==> src/rtl/busca_instrucao_pkg.sv <==
// Shared widths and types for the fetch stage and the instruction memory it drives,
// kept in one place so the two blocks cannot disagree on instruction or address width.
package busca_instrucao_pkg;

    localparam int DEF_DATA_WIDTH = 8;
    localparam int DEF_ADDR_WIDTH = 6;
    localparam int FILA_PROF      = 2;
    localparam int FILA_CW        = $clog2(FILA_PROF + 1);

    typedef struct packed {
        logic [DEF_DATA_WIDTH-1:0] instr;
        logic [DEF_ADDR_WIDTH-1:0] pc;
    } entrada_t;

endpackage

==> src/rtl/busca_instrucao_if.sv <==
// Fetch-stage bundle: memory read address/data, redirect request, and the decode handshake.
interface busca_instrucao_if #(
    parameter int DATA_WIDTH = busca_instrucao_pkg::DEF_DATA_WIDTH,
    parameter int ADDR_WIDTH = busca_instrucao_pkg::DEF_ADDR_WIDTH
) ();

    logic [ADDR_WIDTH-1:0] read_addr;
    logic [DATA_WIDTH-1:0] mem_dado;
    logic                  desvio;
    logic [ADDR_WIDTH-1:0] alvo;
    logic [DATA_WIDTH-1:0] instr;
    logic [ADDR_WIDTH-1:0] instr_pc;
    logic                  instr_valida;
    logic                  pronto;

    modport master (
        output read_addr, instr, instr_pc, instr_valida,
        input  mem_dado, desvio, alvo, pronto
    );

    modport slave (
        input  read_addr, instr, instr_pc, instr_valida,
        output mem_dado, desvio, alvo, pronto
    );

endinterface

==> src/rtl/fila_busca.sv <==
// Two-entry FIFO of fetched {instr, pc}; head is shown combinationally from slot0.
// Latency: a push is visible at the head the cycle after it is written into an empty queue.
// Backpressure: none internally; the caller's credit check guarantees no push into a full queue.
module fila_busca
    import busca_instrucao_pkg::*;
#(
    parameter int W = DEF_DATA_WIDTH + DEF_ADDR_WIDTH
) (
    input  logic               clock,
    input  logic               reset,
    input  logic               push,
    input  logic [W-1:0]       push_dat,
    input  logic               pop,
    input  logic               clear,
    output logic [FILA_CW-1:0] count,
    output logic [W-1:0]       head_dat
);

    logic [W-1:0] slot0;
    logic [W-1:0] slot1;

    always_ff @(posedge clock or posedge reset) begin
        if (reset) begin
            count <= '0;
            slot0 <= '0;
            slot1 <= '0;
        end else if (clear) begin
            count <= '0;
        end else begin
            case ({push, pop})
                2'b10: begin
                    if (count == '0) slot0 <= push_dat;
                    else             slot1 <= push_dat;
                    count <= count + FILA_CW'(1);
                end
                2'b01: begin
                    slot0 <= slot1;
                    count <= count - FILA_CW'(1);
                end
                2'b11: begin
                    // With one entry the pushed word becomes the new head directly.
                    if (count == FILA_CW'(1)) begin
                        slot0 <= push_dat;
                    end else begin
                        slot0 <= slot1;
                        slot1 <= push_dat;
                    end
                end
                default: ;
            endcase
        end
    end

    assign head_dat = slot0;

endmodule

==> src/rtl/busca_instrucao.sv <==
// Instruction fetch: owns the PC, issues reads to memoria and queues results for decode.
// Latency: 2 cycles reset-to-first-valid, 1 cycle redirect-to-valid; 1 instr/cycle sustained.
// Backpressure: pronto=0 stops issue once queue + in-flight reach 2; redirect flushes the queue.
module busca_instrucao
    import busca_instrucao_pkg::*;
#(
    parameter int DATA_WIDTH = DEF_DATA_WIDTH,
    parameter int ADDR_WIDTH = DEF_ADDR_WIDTH
) (
    input  logic              clock,
    input  logic              reset,
    busca_instrucao_if.master bus
);

    localparam int W = DATA_WIDTH + ADDR_WIDTH;
    localparam logic [ADDR_WIDTH-1:0] UM = ADDR_WIDTH'(1);

    logic [ADDR_WIDTH-1:0] pc;
    logic [ADDR_WIDTH-1:0] voo_pc;
    logic                  voo;
    logic [FILA_CW-1:0]    ocup;
    logic [W-1:0]          cabeca;
    logic                  pop;
    logic                  emite;
    logic [FILA_CW:0]      pendente;

    assign pop      = bus.instr_valida && bus.pronto;
    // Entries the queue will hold once the in-flight read lands; issue only if room remains.
    assign pendente = {1'b0, ocup} + {{FILA_CW{1'b0}}, voo} - {{FILA_CW{1'b0}}, pop};
    assign emite    = bus.desvio || (pendente < (FILA_CW + 1)'(FILA_PROF));

    assign bus.read_addr    = bus.desvio ? bus.alvo : pc;
    assign bus.instr_valida = (ocup != '0);
    assign bus.instr        = cabeca[W-1:ADDR_WIDTH];
    assign bus.instr_pc     = cabeca[ADDR_WIDTH-1:0];

    always_ff @(posedge clock or posedge reset) begin
        if (reset) begin
            pc     <= '0;
            voo    <= 1'b0;
            voo_pc <= '0;
        end else if (bus.desvio) begin
            voo    <= 1'b1;
            voo_pc <= bus.alvo;
            pc     <= bus.alvo + UM;
        end else if (emite) begin
            voo    <= 1'b1;
            voo_pc <= pc;
            pc     <= pc + UM;
        end else begin
            voo    <= 1'b0;
        end
    end

    fila_busca #(.W(W)) u_fila (
        .clock    (clock),
        .reset    (reset),
        .push     (voo && !bus.desvio),
        .push_dat ({bus.mem_dado, voo_pc}),
        .pop      (pop && !bus.desvio),
        .clear    (bus.desvio),
        .count    (ocup),
        .head_dat (cabeca)
    );

endmodule

==> src/flat_wrapper.sv <==
// flat-port wrapper written by rule: the top's interface ports become plain ports
module busca_instrucao_flat import busca_instrucao_pkg::*;
#(
    parameter int DATA_WIDTH = DEF_DATA_WIDTH,
    parameter int ADDR_WIDTH = DEF_ADDR_WIDTH
)
  (clock, reset, bus_read_addr, bus_instr, bus_instr_pc, bus_instr_valida, bus_mem_dado, bus_desvio, bus_alvo, bus_pronto);
  busca_instrucao_if #(.DATA_WIDTH(DATA_WIDTH), .ADDR_WIDTH(ADDR_WIDTH)) bus_i ();
  input  logic clock;
  input  logic reset;
  output wire logic [$bits(bus_i.read_addr)-1:0] bus_read_addr;
  output wire logic [$bits(bus_i.instr)-1:0] bus_instr;
  output wire logic [$bits(bus_i.instr_pc)-1:0] bus_instr_pc;
  output wire logic [$bits(bus_i.instr_valida)-1:0] bus_instr_valida;
  input wire logic [$bits(bus_i.mem_dado)-1:0] bus_mem_dado;
  input wire logic [$bits(bus_i.desvio)-1:0] bus_desvio;
  input wire logic [$bits(bus_i.alvo)-1:0] bus_alvo;
  input wire logic [$bits(bus_i.pronto)-1:0] bus_pronto;
  assign bus_read_addr = bus_i.read_addr;
  assign bus_instr = bus_i.instr;
  assign bus_instr_pc = bus_i.instr_pc;
  assign bus_instr_valida = bus_i.instr_valida;
  assign bus_i.mem_dado = bus_mem_dado;
  assign bus_i.desvio = bus_desvio;
  assign bus_i.alvo = bus_alvo;
  assign bus_i.pronto = bus_pronto;
  busca_instrucao #(.DATA_WIDTH(DATA_WIDTH), .ADDR_WIDTH(ADDR_WIDTH)) u_core (.clock(clock), .reset(reset), .bus(bus_i));
endmodule
==> config.mk <==
export PLATFORM = sky130hd
export DESIGN_NAME = busca_instrucao_flat
export DESIGN_NICKNAME = d
export VERILOG_FILES = /design/src/rtl/busca_instrucao_pkg.sv /design/src/rtl/busca_instrucao_if.sv /design/src/rtl/fila_busca.sv /design/src/rtl/busca_instrucao.sv /design/src/flat_wrapper.sv
export SDC_FILE = /design/constraint.sdc
export NUM_CORES = 1
export LEC_CHECK = 0
export ABC_CLOCK_PERIOD_IN_PS = 2600
export CAP_MARGIN = 15
export CORE_ASPECT_RATIO = 2
export CORE_MARGIN = 2
export CORE_UTILIZATION = 25
export DETAILED_ROUTE_END_ITERATION = 8
export PLACE_DENSITY = 0.47
export SLEW_MARGIN = 5
export SYNTH_ARGS = -nofsm -noshare
export SYNTH_HDL_FRONTEND = slang
export SYNTH_SLANG_ARGS = --single-unit
==> constraint.sdc <==
create_clock -name clock -period 2.6 [get_ports clock]
set_input_delay 0.39 -clock clock [delete_from_list [all_inputs] [get_ports clock]]
set_output_delay 0.39 -clock clock [all_outputs]
set_load 0.02 [all_outputs]
### After elaboration in Yosys (flattened, before gate mapping)

Index checks and enable logic that the tools add are counted.

| cells by class | value |
|---|---|
| $add $sub $neg | 6 |
| magnitude comparators | 1 |
| equality and inequality tests | 7 |
| multiplexer cells | 15 |
| bitwise logic cells | 1 |
| reductions and logical operators | 13 |

Operators by type and width:

| cell | number |
|---|---|
| $mux W14 | 4 |
| $pmux W14 S3 | 1 |
| $mux W6 | 5 |
| $pmux W14 S2 | 1 |
| $add A6 B1 Y6 const B | 2 |
| $ne A2 B2 Y1 const B | 3 |
| $reduce_bool A2 Y1 | 3 |
| $reduce_bool A3 Y1 | 2 |
| $eq A2 B1 Y1 const B | 2 |
| $eq A2 B2 Y1 const B | 2 |
| $pmux W2 S2 | 1 |
| $reduce_and A4 Y1 | 1 |
| $add A2 B1 Y3 | 1 |
| $logic_and A1 B1 Y1 | 3 |
| $lt A3 B2 Y1 const B | 1 |
| $reduce_and A3 Y1 | 1 |
| $sub A3 B1 Y3 | 1 |
| $add A2 B1 Y2 const B | 1 |
| $logic_not A2 Y1 | 1 |
| $mux W1 | 2 |
| $mux W2 | 1 |
| $sub A2 B1 Y2 const B | 1 |
| $logic_not A1 Y1 | 1 |
| $logic_or A1 B1 Y1 | 1 |
| $not A1 Y1 | 1 |

| word-level totals | value |
|---|---|
| bits in registers | 43 |
| output and inout bits | 21 |
| word-level logic and storage cells | 49 |

### Depth between registers and ports, before layout

Gate-level depths: netlist of the first run.

| logic depth | value |
|---|---|
| depth after elaboration | 7 |
| mapped depth | 13 |

### Hierarchy

Synthesis of the first run repeated with hierarchy kept, for this count alone.

| unflattened totals | value |
|---|---|
| cells, all modules | 165 |
| area, all modules | 2,237.1 um^2 |

Modules (own cells, without submodules):

| module | times used | cells each | area each (um^2) | seq. area each (um^2) |
|---|---|---|---|---|
| fila_busca | 1 | 95 | 1,450.1 | 750.7 |
| busca_instrucao | 1 | 70 | 787.0 | 325.3 |

### Worst setup path before layout of the first run

OpenSTA, ideal clock, no wires.

| path | value |
|---|---|
| path kind | register to register |
| start point | reg u_core.u_fila.count[1] |
| end point | reg u_core.pc[3] |
| setup time | 0.141 ns |
| data arrival time | 2.521 ns |
| data required time | 2.459 ns |
| path slack | -0.062 ns |
| cell stages (with the launch flop) | 12 |
| path through | dfrtp_1 inv_1 ha_1 nand2b_1 clkbuf_2 inv_1 ha_1 nor2_1 fa_1 o21bai_2 clkbuf_1 a31oi_1 |

| on the way | value |
|---|---|
| cells in the longest elaborated chain, start to end | 6 |
| elaborated cells on any way between the ends | 7 |
| classes of those cells | 2 x add/sub; 1 x order compare; 4 x reduce/logical |

Ends and longest elaborated chain:

| what | RTL line | source |
|---|---|---|
| start, declared | fila_busca.sv:15 | `output logic [FILA_CW-1:0] count,` |
| start signal, assigned | fila_busca.sv:34 | `count <= count + FILA_CW'(1);` |
| start signal, assigned | fila_busca.sv:38 | `count <= count - FILA_CW'(1);` |
| parallel branches: the longest is 2 deep, another holds $add A2 B1 Y3 | n/a |  |
| $sub A3 B1 Y3 * | busca_instrucao.sv:29 | `assign pendente = {1'b0, ocup} + {{FILA_CW{1'b0}}, voo} - {{FILA_CW{1'b0}}, pop};` |
| $lt A3 B2 Y1 * | busca_instrucao.sv:30 | `assign emite = bus.desvio \|\| (pendente < (FILA_CW + 1)'(FILA_PROF));` |
| $logic_or A1 B1 Y1 * | busca_instrucao.sv:30 |  |
| $reduce_bool A2 Y1 (no line) * | n/a |  |
| end signal, assigned | busca_instrucao.sv:45 | `pc <= bus.alvo + UM;` |
| end signal, assigned | busca_instrucao.sv:49 | `pc <= pc + UM;` |
| end, declared | busca_instrucao.sv:18 | `logic [ADDR_WIDTH-1:0] pc;` |

Every way passes the cells marked *.
A chain may end at the register's enable or synchronous reset.

### Final worst setup path of the first run

| path | value |
|---|---|
| start point | reg u_core.u_fila.count[0] |
| end point | reg u_core.voo_pc[3] |

| on the way | value |
|---|---|
| cells in the longest elaborated chain, start to end | 6 |
| elaborated cells on any way between the ends | 7 |
| classes of those cells | 2 x add/sub; 1 x order compare; 4 x reduce/logical |

Ends and longest elaborated chain:

| what | RTL line | source |
|---|---|---|
| parallel branches: the longest is 2 deep, another holds $add A2 B1 Y3 | n/a |  |
| $sub A3 B1 Y3 * | busca_instrucao.sv:29 |  |
| $lt A3 B2 Y1 * | busca_instrucao.sv:30 |  |
| $logic_or A1 B1 Y1 * | busca_instrucao.sv:30 |  |
| $reduce_bool A2 Y1 (no line) * | n/a |  |
| end signal, assigned | busca_instrucao.sv:44 | `voo_pc <= bus.alvo;` |
| end signal, assigned | busca_instrucao.sv:48 | `voo_pc <= pc;` |
| end, declared | busca_instrucao.sv:19 | `logic [ADDR_WIDTH-1:0] voo_pc;` |

Marked as above.

==> flow_summary.ini, run 1 <==
[outcome]
status = finished, final reports clean

[critical_path]
critPathMaxFanout = 8
path_delay_family = adder cells
critPathArrivalTime_ns = 2.66
cp.buffers_inverters = 3
start_kind = flop
r2r_start = u_core.u_fila.count[0]$_DFFE_PP0P_
slowest_delay_ns = 0.41
timing_worst_setup_path_type = reg2reg
cp.required_ns = 2.77
rr_endpoint = u_core.voo_pc[3]$_DFFE_PP0P_
rrSetupSlack_ns = 0.11
cp_slowest_cell = dfrtp_1
crit_path_cell_trace = inv_2 > ha_1 > nand2b_4 > inv_1 > ha_1 > nor2_2 > fa_2 > xnor2_2 > o21bai_4 > buf_12 > mux2_2
worst_path_most_repeated_cell = ha_1
r2r_cells = 11
end_kind = flop

[layout]
multi_input_area_um2 = 955
fin_area_mm2 = 0.00286
syn2layout_area_growth_pct = 37.1
n_fill_cell = 832
instances_no_fill = 324
fin_nets = 248
seq_area_mm2 = 0.00108
antenna_cells = 0
drive_gt1_share_pct = 23.9

[floorplan]
rows = 47
coreArea_mm2 = 0.00817
die-height_um = 133
start_util_pct = 25.5
die-area_mm2 = 0.00914
fp.dieW_um = 68.6
ios = 39

[synthesis]
avgSynthCellArea_um2 = 12.0
seq_area_frac_synth_pct = 51.5
synth_edf_count = 0
synthCells = 174
yosysUniqueCellTypes = 33
synth_nets = 197
netlist_area_mm2 = 0.00209
synth-seq-cells = 43
ys_async_sr_fraction_pct = 100
synth_top_area_share_pct = 51.5
yosys_most_used_dff = dfrtp_1
synthTopCellsByArea = dfrtp_1 (52%), mux2_2 (8.1%), mux2i_1 (7.7%), mux2_4 (7.2%), nor2_1 (4.1%)
ys_warn_count = 0
synth_area_leader_cell = dfrtp_1

[drt]
wirelength_um = 4460
post_drt_wl_per_cell_um = 13.8
drt_iter0_drc = 93
viasPerCell = 4.45
drc = 0
vias = 1441
drt_first_pass_iters = 4
postRouteAntennaNets = 0

[min_path]
holdPathEnd = u_core.u_fila.slot1[9]$_DFFE_PP0P_
min-delay-start = u_core.u_fila.slot1[9]$_DFFE_PP0P_
hold_class = reg2reg
hold_depth = 1

[clocking]
cts_tree = done
cts_buffer_depth = 2
root_buffer = clkbuf_16
cts_buffers = 5
cts_sinks = 43
clk_latency_ns = 0.28
clkTransAtPathRegs_ns = 0.06
htree_levels = 2

[timing]
finalHoldViolCount = 0
rsz0062_at_grt = false
setup_viol = 0
finalWorstPathRequiredPeriod_ns = 2.49
fmax_mhz = 401
holdWs_ns = 0.507
finalSetupTns_ns = 0
fin_worst_skew_ns = 0.00361
slew_headroom_pct = 63.0
post-route-period-util_pct = 95.9
drv_slew = 0
worst_slew_pin_slew_ns = 0.555

[power_and_ir_drop]
cellPowerDensity_mw_per_mm2 = 1290
totalPowerFinal_w = 0.00369
peakVddDrop_v = 0.000394
leakage_nw = 1.30

[placement]
place_congestion = 0.734
numPortBuffers = 38
dpl-instance-area_mm2 = 0.00266
hpwl_um = 3200
dp.cells = 312

[global_route]
grt_max_degree = 44
gr-total-overflow = 0
grtUsageTotal_pct = 10.9
grt_pass1_vias = 1480
grt_pass1_wl_um = 7330
antenna_found_initial = 0

[flow_run]
maxCapViolations = 0
[flip-flops by register name (all words and copies together), names as in the netlist]
name and cells:
u_core.voo_pc 6, u_core.pc 6, u_core.u_fila.slot1 14, u_core.u_fila.count 2
u_core.voo 1, u_core.u_fila.head_dat 14
[Yosys cell counts, types with 2 or more instances]
cell type and n:
mux2_2 15, nand2_1 2, xnor2_1 6, a21oi_1 17, mux2i_1 16, clkbuf_1 2
nand3_1 3, mux2_4 10, nor2_1 23, buf_2 4, dfrtp_1 43, ha_1 4
buf_6 2, inv_1 7, nand3b_1 2
[what timing repair did]
action	in CTS	in global routing
endpoints found under the hold margin	0	0
hold buffers	0	0
setup buffers	0	4
resized for setup	0	5
setup endpoints to repair	0	12
[worst max path at each step]
stage	from	to	cells past startpoint
6_report	u_core.u_fila.count[0]$_DFFE_PP0P_	u_core.voo_pc[3]$_DFFE_PP0P_	11
5_1_grt	u_core.u_fila.count[0]$_DFFE_PP0P_	u_core.voo_pc[5]$_DFFE_PP0P_	11
4_1_cts	u_core.u_fila.count[0]$_DFFE_PP0P_	u_core.voo_pc[3]$_DFFE_PP0P_	9
3_5_place_dp	bus_pronto	u_core.voo_pc[3]$_DFFE_PP0P_	8
3_3_place_gp	bus_pronto	u_core.pc[1]$_DFFE_PP0P_	8
2_1_floorplan	u_core.u_fila.count[1]$_DFFE_PP0P_	u_core.pc[1]$_DFFE_PP0P_	10
[worst register-to-register path, delay by kind of cell (launching register included)]
family | cells | cell delay, ns
mux | 1 | 0.32
xor+xnor | 1 | 0.16
fa+ha+maj | 3 | 0.84
flops | 1 | 0.41
buf+inv | 3 | 0.26
simple gates | 2 | 0.17
compound gates | 1 | 0.20
[logic make-up after synthesis]
logic type	count (synthesis)	share of synthesized area [%]
AO/OA/AOI/OAI	28	8.33
XOR/XNOR	6	2.52
adder cells (fa/ha/maj)	5	3.36
buffers and inverters	17	4.07
flip-flops	43	51.5
multiplexers	41	22.9
AND/OR/NAND/NOR	34	7.25
[power breakdown]
part | switching, W | total (W) | internal [W]
sequential | 0.000207 | 0.00122 | 0.00102
combinational | 0.000833 | 0.00187 | 0.00104
clock | 0.000244 | 0.000599 | 0.000355
total | 0.00128 | 0.00369 | 0.00241
[cell usage in the layout, fill, tap and decap left out, types with 10 or more instances in the layout]
cell             instances
mux2i_1                 16
nor2_1                  22
clkdlybuf4s50_1         38
mux2_4                  10
dfrtp_1                 43
buf_4                   11
mux2_2                  15
a21oi_1                 17
[per-layer routing]
metal,global-route usage [%],routed length [um],part of all wire (%),vias up
met5,0,0,0,-
met1,12.0,1740,39,699
met3,1.77,133,3.0,9
li1,-,-,-,705
met4,6.56,143,3.2,0
met2,18.6,2440,55,28
[per-stage QoR]
step	utilization (%)	setup WS [ns]
3_3_place_gp	32.6	-0.0533
6_report	35.0	0.106
3_5_place_dp	32.6	-0.0537
4_1_cts	34.3	0.0934
2_1_floorplan	-	0.0492
5_1_grt	35.0	0.0121
[area by class of cell]
cell class                 count  area share (%)
sequential                    43            37.6
multi-input combinational    114            33.3
timing repair buffer          53            19.0
clock buffer                   7            4.63
tap                           98            4.28
inverter                       8            1.05
clock inverter                 1           0.175
Note: power is estimated with default switching activity, not from simulation.
==> run 2, diff against run 1 <==
--- a/config.mk
+++ b/config.mk
@@ -5,13 +5,13 @@
 export SDC_FILE = /design/constraint.sdc
 export NUM_CORES = 1
 export LEC_CHECK = 0
-export ABC_CLOCK_PERIOD_IN_PS = 2600
 export CAP_MARGIN = 15
 export CORE_ASPECT_RATIO = 2
 export CORE_MARGIN = 2
 export CORE_UTILIZATION = 25
 export DETAILED_ROUTE_END_ITERATION = 8
 export PLACE_DENSITY = 0.47
+export SETUP_SLACK_MARGIN = 0.4
 export SLEW_MARGIN = 5
 export SYNTH_ARGS = -nofsm -noshare
 export SYNTH_HDL_FRONTEND = slang
==> run 2 against run 1 <==
  * Clock-buffer cell count did not move
  * Clock power grew 12%
  * Setup slack improved by 0.15 ns
  * Sequential share of layout area fell by 1.9 points
  * Routed wire length up 4.9%
  * Critical path type unchanged
==> flow_summary.ini, run 2 (synthesis gave the netlist of run 1 again) <==
[outcome]
status = finished, final reports clean

[timing]
setup_viol = 0
slew_headroom_pct = 61.4
fin_worst_skew_ns = 0.00542
finalSetupTns_ns = 0
rsz0062_at_grt = true
fin_ws_ns = 0.253
post-route-period-util_pct = 90.3
finalWorstPathRequiredPeriod_ns = 2.35
worst_slew_pin_slew_ns = 0.579
finalHoldViolCount = 0
drv_slew = 0
fmax_mhz = 426

[critical_path]
cp.buffers_inverters = 3
timing_worst_setup_path_type = reg2reg
path_delay_family = adder cells
cp_slowest_cell = fa_2
end_kind = flop
crit_path_cell_trace = inv_2 > ha_4 > nand2b_4 > inv_4 > ha_4 > nor2_4 > fa_2 > o21bai_4 > clkbuf_16 > mux2_4
start_kind = flop
worst_path_most_repeated_cell = ha_4
slowest_delay_ns = 0.45
critPathArrivalTime_ns = 2.52
cp.required_ns = 2.77
critPathMaxFanout = 5

[power_and_ir_drop]
cell_internal_pwr_w = 0.00264
seqPwrFrac_pct = 30.6
cellPowerDensity_mw_per_mm2 = 1350
combPwrFrac_pct = 52.9
clkPwrFrac_pct = 16.5
swShare_pct = 35.1
leakage_nw = 1.37
peakVddDrop_v = 0.000458
p_sw_w = 0.00142

[layout]
fin_nets = 251
antenna_cells = 0
multi_input_area_mm2 = 0.00105
seq_area_mm2 = 0.00108
drive_gt1_share_pct = 31.0
final_common_cell = dfrtp_1
n_fill_cell = 838
layout_common_cells = dfrtp_1 (43), clkdlybuf4s50_1 (32), nor2_1 (18)
syn2layout_area_growth_pct = 44.3

[drt]
viasPerCell = 4.48
drt_first_pass_iters = 4
wirelength_um = 4680
drc = 0
post_drt_wl_per_cell_um = 14.3
drt_iter0_drc = 51
postRouteAntennaNets = 0
vias = 1464

[clocking]
cts_sinks = 43
htree_levels = 2
root_buffer = clkbuf_16
ctsHoldBuffers = 0
cts_buffers = 5
clk_latency_ns = 0.28
cts_buffer_depth = 2
cts_tree = done
clkTransAtPathRegs_ns = 0.06

[global_route]
grtUsageTotal_pct = 11.2
gr-total-overflow = 0
grt_max_degree = 44
grt_pass1_wl_um = 7640
antenna_found_initial = 0
grt_pass1_vias = 1566

[floorplan]
start_util_pct = 25.5
coreArea_mm2 = 0.00817
fp.dieW_um = 68.6
rows = 47
die-area_mm2 = 0.00914
ios = 39
die-height_um = 133

[placement]
place_congestion = 0.749
numPortBuffers = 38
dp_slack_ns = 0.00378
hpwl_um = 3230

[flow_run]
maxCapViolations = 0

[min_path]
hold_class = reg2reg
## run 2: changes by cell type in the layout (fill, tap and decap cells not counted), sizes merged
cell,delta
clkbuf,+1
dlygate4sd2,+4
clkinv,-1
clkinvlp,+1
clkdlybuf4s15,+2
buf,+2
clkdlybuf4s50,-6
## run 2: what timing repair did
action	in CTS	in global routing
endpoints found under the setup margin	19	14
resized for setup	9	24
pin swaps	0	7
buffers inserted	4	3
cloned	0	1
## run 2: power groups by stage
stage | sequential, W | combinational, W | clock, W
after detailed placement | 0.00125 | 0.00184 | 0
after global routing | 0.00130 | 0.00233 | 0.000711
after CTS | 0.00123 | 0.00189 | 0.000691
after global placement | 0.00124 | 0.00183 | 0
after floorplan | 0.00133 | 0.00115 | 0
final | 0.00124 | 0.00215 | 0.000670
## run 2: worst register-to-register path, cell delays in order (launching register included)
cell,delay (ns)
dfrtp_1,0.39
inv_2,0.08
ha_4,0.13
nand2b_4,0.13
inv_4,0.04
ha_4,0.23
nor2_4,0.10
fa_2,0.45
o21bai_4,0.22
clkbuf_16,0.18
mux2_4,0.29
## run 2: worst paths after layout
path                                                          end                           startpoint  depth (start not counted)  slack (ns)
setup / recovery                     u_core.voo_pc[1]$_DFFE_PP0P_   u_core.u_fila.count[1]$_DFFE_PP0P_                         10        0.25
hold / removal                u_core.u_fila.slot1[11]$_DFFE_PP0P_  u_core.u_fila.slot1[11]$_DFFE_PP0P_                          1        0.51
setup reg to reg                     u_core.voo_pc[1]$_DFFE_PP0P_   u_core.u_fila.count[1]$_DFFE_PP0P_                         10        0.25
hold reg to reg               u_core.u_fila.slot1[11]$_DFFE_PP0P_  u_core.u_fila.slot1[11]$_DFFE_PP0P_                          1        0.51
max in group asynchronous   u_core.u_fila.head_dat[7]$_DFFE_PP0P_                                reset                          3        1.65
min in group asynchronous  u_core.u_fila.head_dat[10]$_DFFE_PP0P_                                reset                          3        0.56
## run 2: layer usage
metal / wire length [um] / share of wire (%) / track usage [%]
met1: 1780 / 38 / 12.3
met3: 147 / 3.1 / 2.28
met2: 2630 / 56 / 19.6
met4: 111 / 2.4 / 5.33
met5: 0 / 0 / 0
## run 2: cell type report
type / count / area share, %
Clock inverter: 1 / 0.249
Inverter: 8 / 1.08
Multi-Input combinational cell: 114 / 35.0
Sequential cell: 43 / 35.7
Timing Repair Buffer: 56 / 18.9
Clock buffer: 7 / 5.07
Tap cell: 98 / 4.07
## run 2: stage by stage
step | utilization, % | power [W] | area, um^2 | hold WS, ns | std cells
CTS | 35.2 | 0.00381 | 2880 | 0.508 | 323
floorplan | - | 0.00248 | 2160 | 0.479 | 174
detailed placement | 32.9 | 0.00309 | 2690 | 0.492 | 311
global placement | 32.9 | 0.00307 | 2690 | 0.487 | 311
finish | 36.9 | 0.00406 | 3010 | 0.506 | 327
global route | 36.9 | 0.00434 | 3010 | 0.519 | 327
==> run 3, diff against run 2 <==
--- a/config.mk
+++ b/config.mk
@@ -10,7 +10,8 @@
 export CORE_MARGIN = 2
 export CORE_UTILIZATION = 25
 export DETAILED_ROUTE_END_ITERATION = 8
-export PLACE_DENSITY = 0.47
+export DONT_BUFFER_PORTS = 1
+export PLACE_DENSITY = 0.41
 export SETUP_SLACK_MARGIN = 0.4
 export SLEW_MARGIN = 5
 export SYNTH_ARGS = -nofsm -noshare
==> run 3 against run 2 <==
  * Worst hold slack worse by 0.34 ns
  * Via count down 9.8%
  * Maximum frequency up 0.72%
  * Critical path depth unchanged
  * Clock power up 7.0%
  * Non-clock buffer count down 46
  * Cell count down 14%
  * Clock-buffer cell count down 2
  * Design area down 18%
  * Highest routed layer unchanged
==> flow_summary.ini, run 3 (synthesis gave the netlist of run 1 again) <==
[outcome]
status = finished, final reports clean

[floorplan]
fp.dieW_um = 68.6
die-area_mm2 = 0.00914
coreArea_mm2 = 0.00817
ios = 39
die-height_um = 133
start_util_pct = 25.5
rows = 47

[global_route]
antenna_found_initial = 0
grtUsageTotal_pct = 11.5
grt_pass1_wl_um = 7580
grt_max_degree = 44
grt_pass1_vias = 1480
gr-total-overflow = 0

[power_and_ir_drop]
leakage_nw = 1.13
peakVddDrop_v = 0.000512
cellPowerDensity_mw_per_mm2 = 1430

[layout]
antenna_cells = 0
layout_common_cells = dfrtp_1 (43), nor2_1 (21), a21oi_1 (17)
instances_no_fill = 281
drive_gt1_share_pct = 31.7
final_common_cell = dfrtp_1
syn2layout_area_growth_pct = 18.6
fin_nets = 205

[timing]
finalWorstPathRequiredPeriod_ns = 2.33
drv_slew = 0
worst_slew_pin_slew_ns = 0.936
post-route-period-util_pct = 89.6
setup_viol = 0
finalHoldViolCount = 0
finalSetupTns_ns = 0
slew_headroom_pct = 37.6
fin_worst_skew_ns = 0.00503
fmax_mhz = 429
rsz0062_at_grt = true

[drt]
postRouteAntennaNets = 0
vias = 1321
drt_iter0_drc = 69
viasPerCell = 4.70
post_drt_wl_per_cell_um = 16.5
drc = 0
drt_first_pass_iters = 4
wirelength_um = 4640

[critical_path]
path_delay_family = adder cells
critPathMaxFanout = 11
cp_slowest_cell = fa_2
start_kind = flop
critPathArrivalTime_ns = 2.50
end_kind = flop
cp.required_ns = 2.77
cp.buffers_inverters = 3
crit_path_cell_trace = inv_2 > ha_4 > nand2b_4 > inv_4 > ha_4 > nor2_2 > fa_2 > o21bai_4 > buf_12 > mux2_2
slowest_delay_ns = 0.48
timing_worst_setup_path_type = reg2reg
worst_path_most_repeated_cell = ha_4

[flow_run]
maxCapViolations = 0

[placement]
hpwl_um = 3300
numPortBuffers = 0
dp.cells = 266
place_congestion = 0.686

[clocking]
root_buffer = clkbuf_16
ctsHoldBuffers = 0
cts_buffer_depth = 2
cts_tree = done
htree_levels = 2
clkTransAtPathRegs_ns = 0.06
cts_buffers = 5
cts_sinks = 43
clk_latency_ns = 0.29

[min_path]
hold_class = in2reg
run 3: cell types whose count changed in the layout (fill, tap and decap cells not counted), moves of 2 or more:
cell | before | now
a21oi_1 | 15 | 17
a21oi_2 | 3 | 1
buf_4 | 13 | 8
buf_8 | 2 | 0
clkbuf_8 | 2 | 0
clkdlybuf4s15_1 | 2 | 0
clkdlybuf4s50_1 | 32 | 0
dlygate4sd2_1 | 4 | 0
mux2_2 | 9 | 15
mux2_4 | 16 | 10
nor2_1 | 18 | 21
nor2_4 | 4 | 0
run 3: layout make-up:
cell class              instances  area, um^2
fillers                       827        5700
flip-flops and latches         43        1080
multi-input cells             114         985
clock buffers                   5         125
well taps                      98         123
repair buffers                 10        91.3
clock inverters                 3        43.8
inverters                       8        32.5
run 3: worst register-to-register path, cell delays in order, from the launching register on:
cell      delay (ns)
dfrtp_1         0.38
inv_2           0.09
ha_4            0.14
nand2b_4        0.13
inv_4           0.04
ha_4            0.20
nor2_2          0.11
fa_2            0.48
o21bai_4        0.18
buf_12          0.14
mux2_2          0.34
run 3: per-stage QoR:
| stage | utilization, % | worst slack (ns) | hold slack (ns) | power [W] | cell area [um^2] |
|---|---|---|---|---|---|
| final | 30.3 | 0.269 | 0.163 | 0.00355 | 2480 |
| after global routing | 30.3 | 0.204 | 0.148 | 0.00380 | 2480 |
| after CTS | 30.2 | 0.288 | 0.153 | 0.00360 | 2470 |
| after detailed placement | 27.3 | 0.0206 | 0.460 | 0.00273 | 2230 |
| after global placement | 27.3 | 0.123 | 0.462 | 0.00265 | 2230 |
| after floorplan | - | 0.144 | 0.479 | 0.00248 | 2160 |
run 3: final timing paths:
| kind | endpoint | start | slack, ns | cells past startpoint |
|---|---|---|---|---|
| hold reg to reg | u_core.u_fila.slot1[9]$_DFFE_PP0P_ | u_core.u_fila.slot1[9]$_DFFE_PP0P_ | 0.50 | 1 |
| setup reg to reg | u_core.pc[1]$_DFFE_PP0P_ | u_core.u_fila.count[0]$_DFFE_PP0P_ | 0.27 | 10 |
| min in group asynchronous | u_core.u_fila.head_dat[12]$_DFFE_PP0P_ | reset | 0.18 | 1 |
| max in group asynchronous | u_core.u_fila.count[0]$_DFFE_PP0P_ | reset | 1.83 | 1 |
| hold / removal | u_core.u_fila.count[0]$_DFFE_PP0P_ | bus_desvio | 0.16 | 1 |
| setup / recovery | u_core.pc[1]$_DFFE_PP0P_ | u_core.u_fila.count[0]$_DFFE_PP0P_ | 0.27 | 10 |
run 3: report_power, final:
| group | internal [W] | switching, W |
|---|---|---|
| registers | 0.00102 | 0.000367 |
| logic | 0.000772 | 0.000677 |
| clock network | 0.000453 | 0.000265 |
run 3: repair_timing:
action	in CTS	in global routing
setup buffers	7	0
endpoints found under the setup margin	13	12
pin swaps	2	0
gates resized for setup	3	1
run 3: routing by layer:
| metal | track usage (%) | share of wire, % | vias to the layer above | routed length (um) |
|---|---|---|---|---|
| met5 | 0 | 0 | - | 0 |
| met1 | 11.4 | 37 | 664 | 1700 |
| met3 | 3.72 | 5.3 | 11 | 248 |
| li1 | - | - | 614 | - |
| met4 | 7.11 | 3.5 | 0 | 162 |
| met2 | 19.7 | 54 | 32 | 2530 |
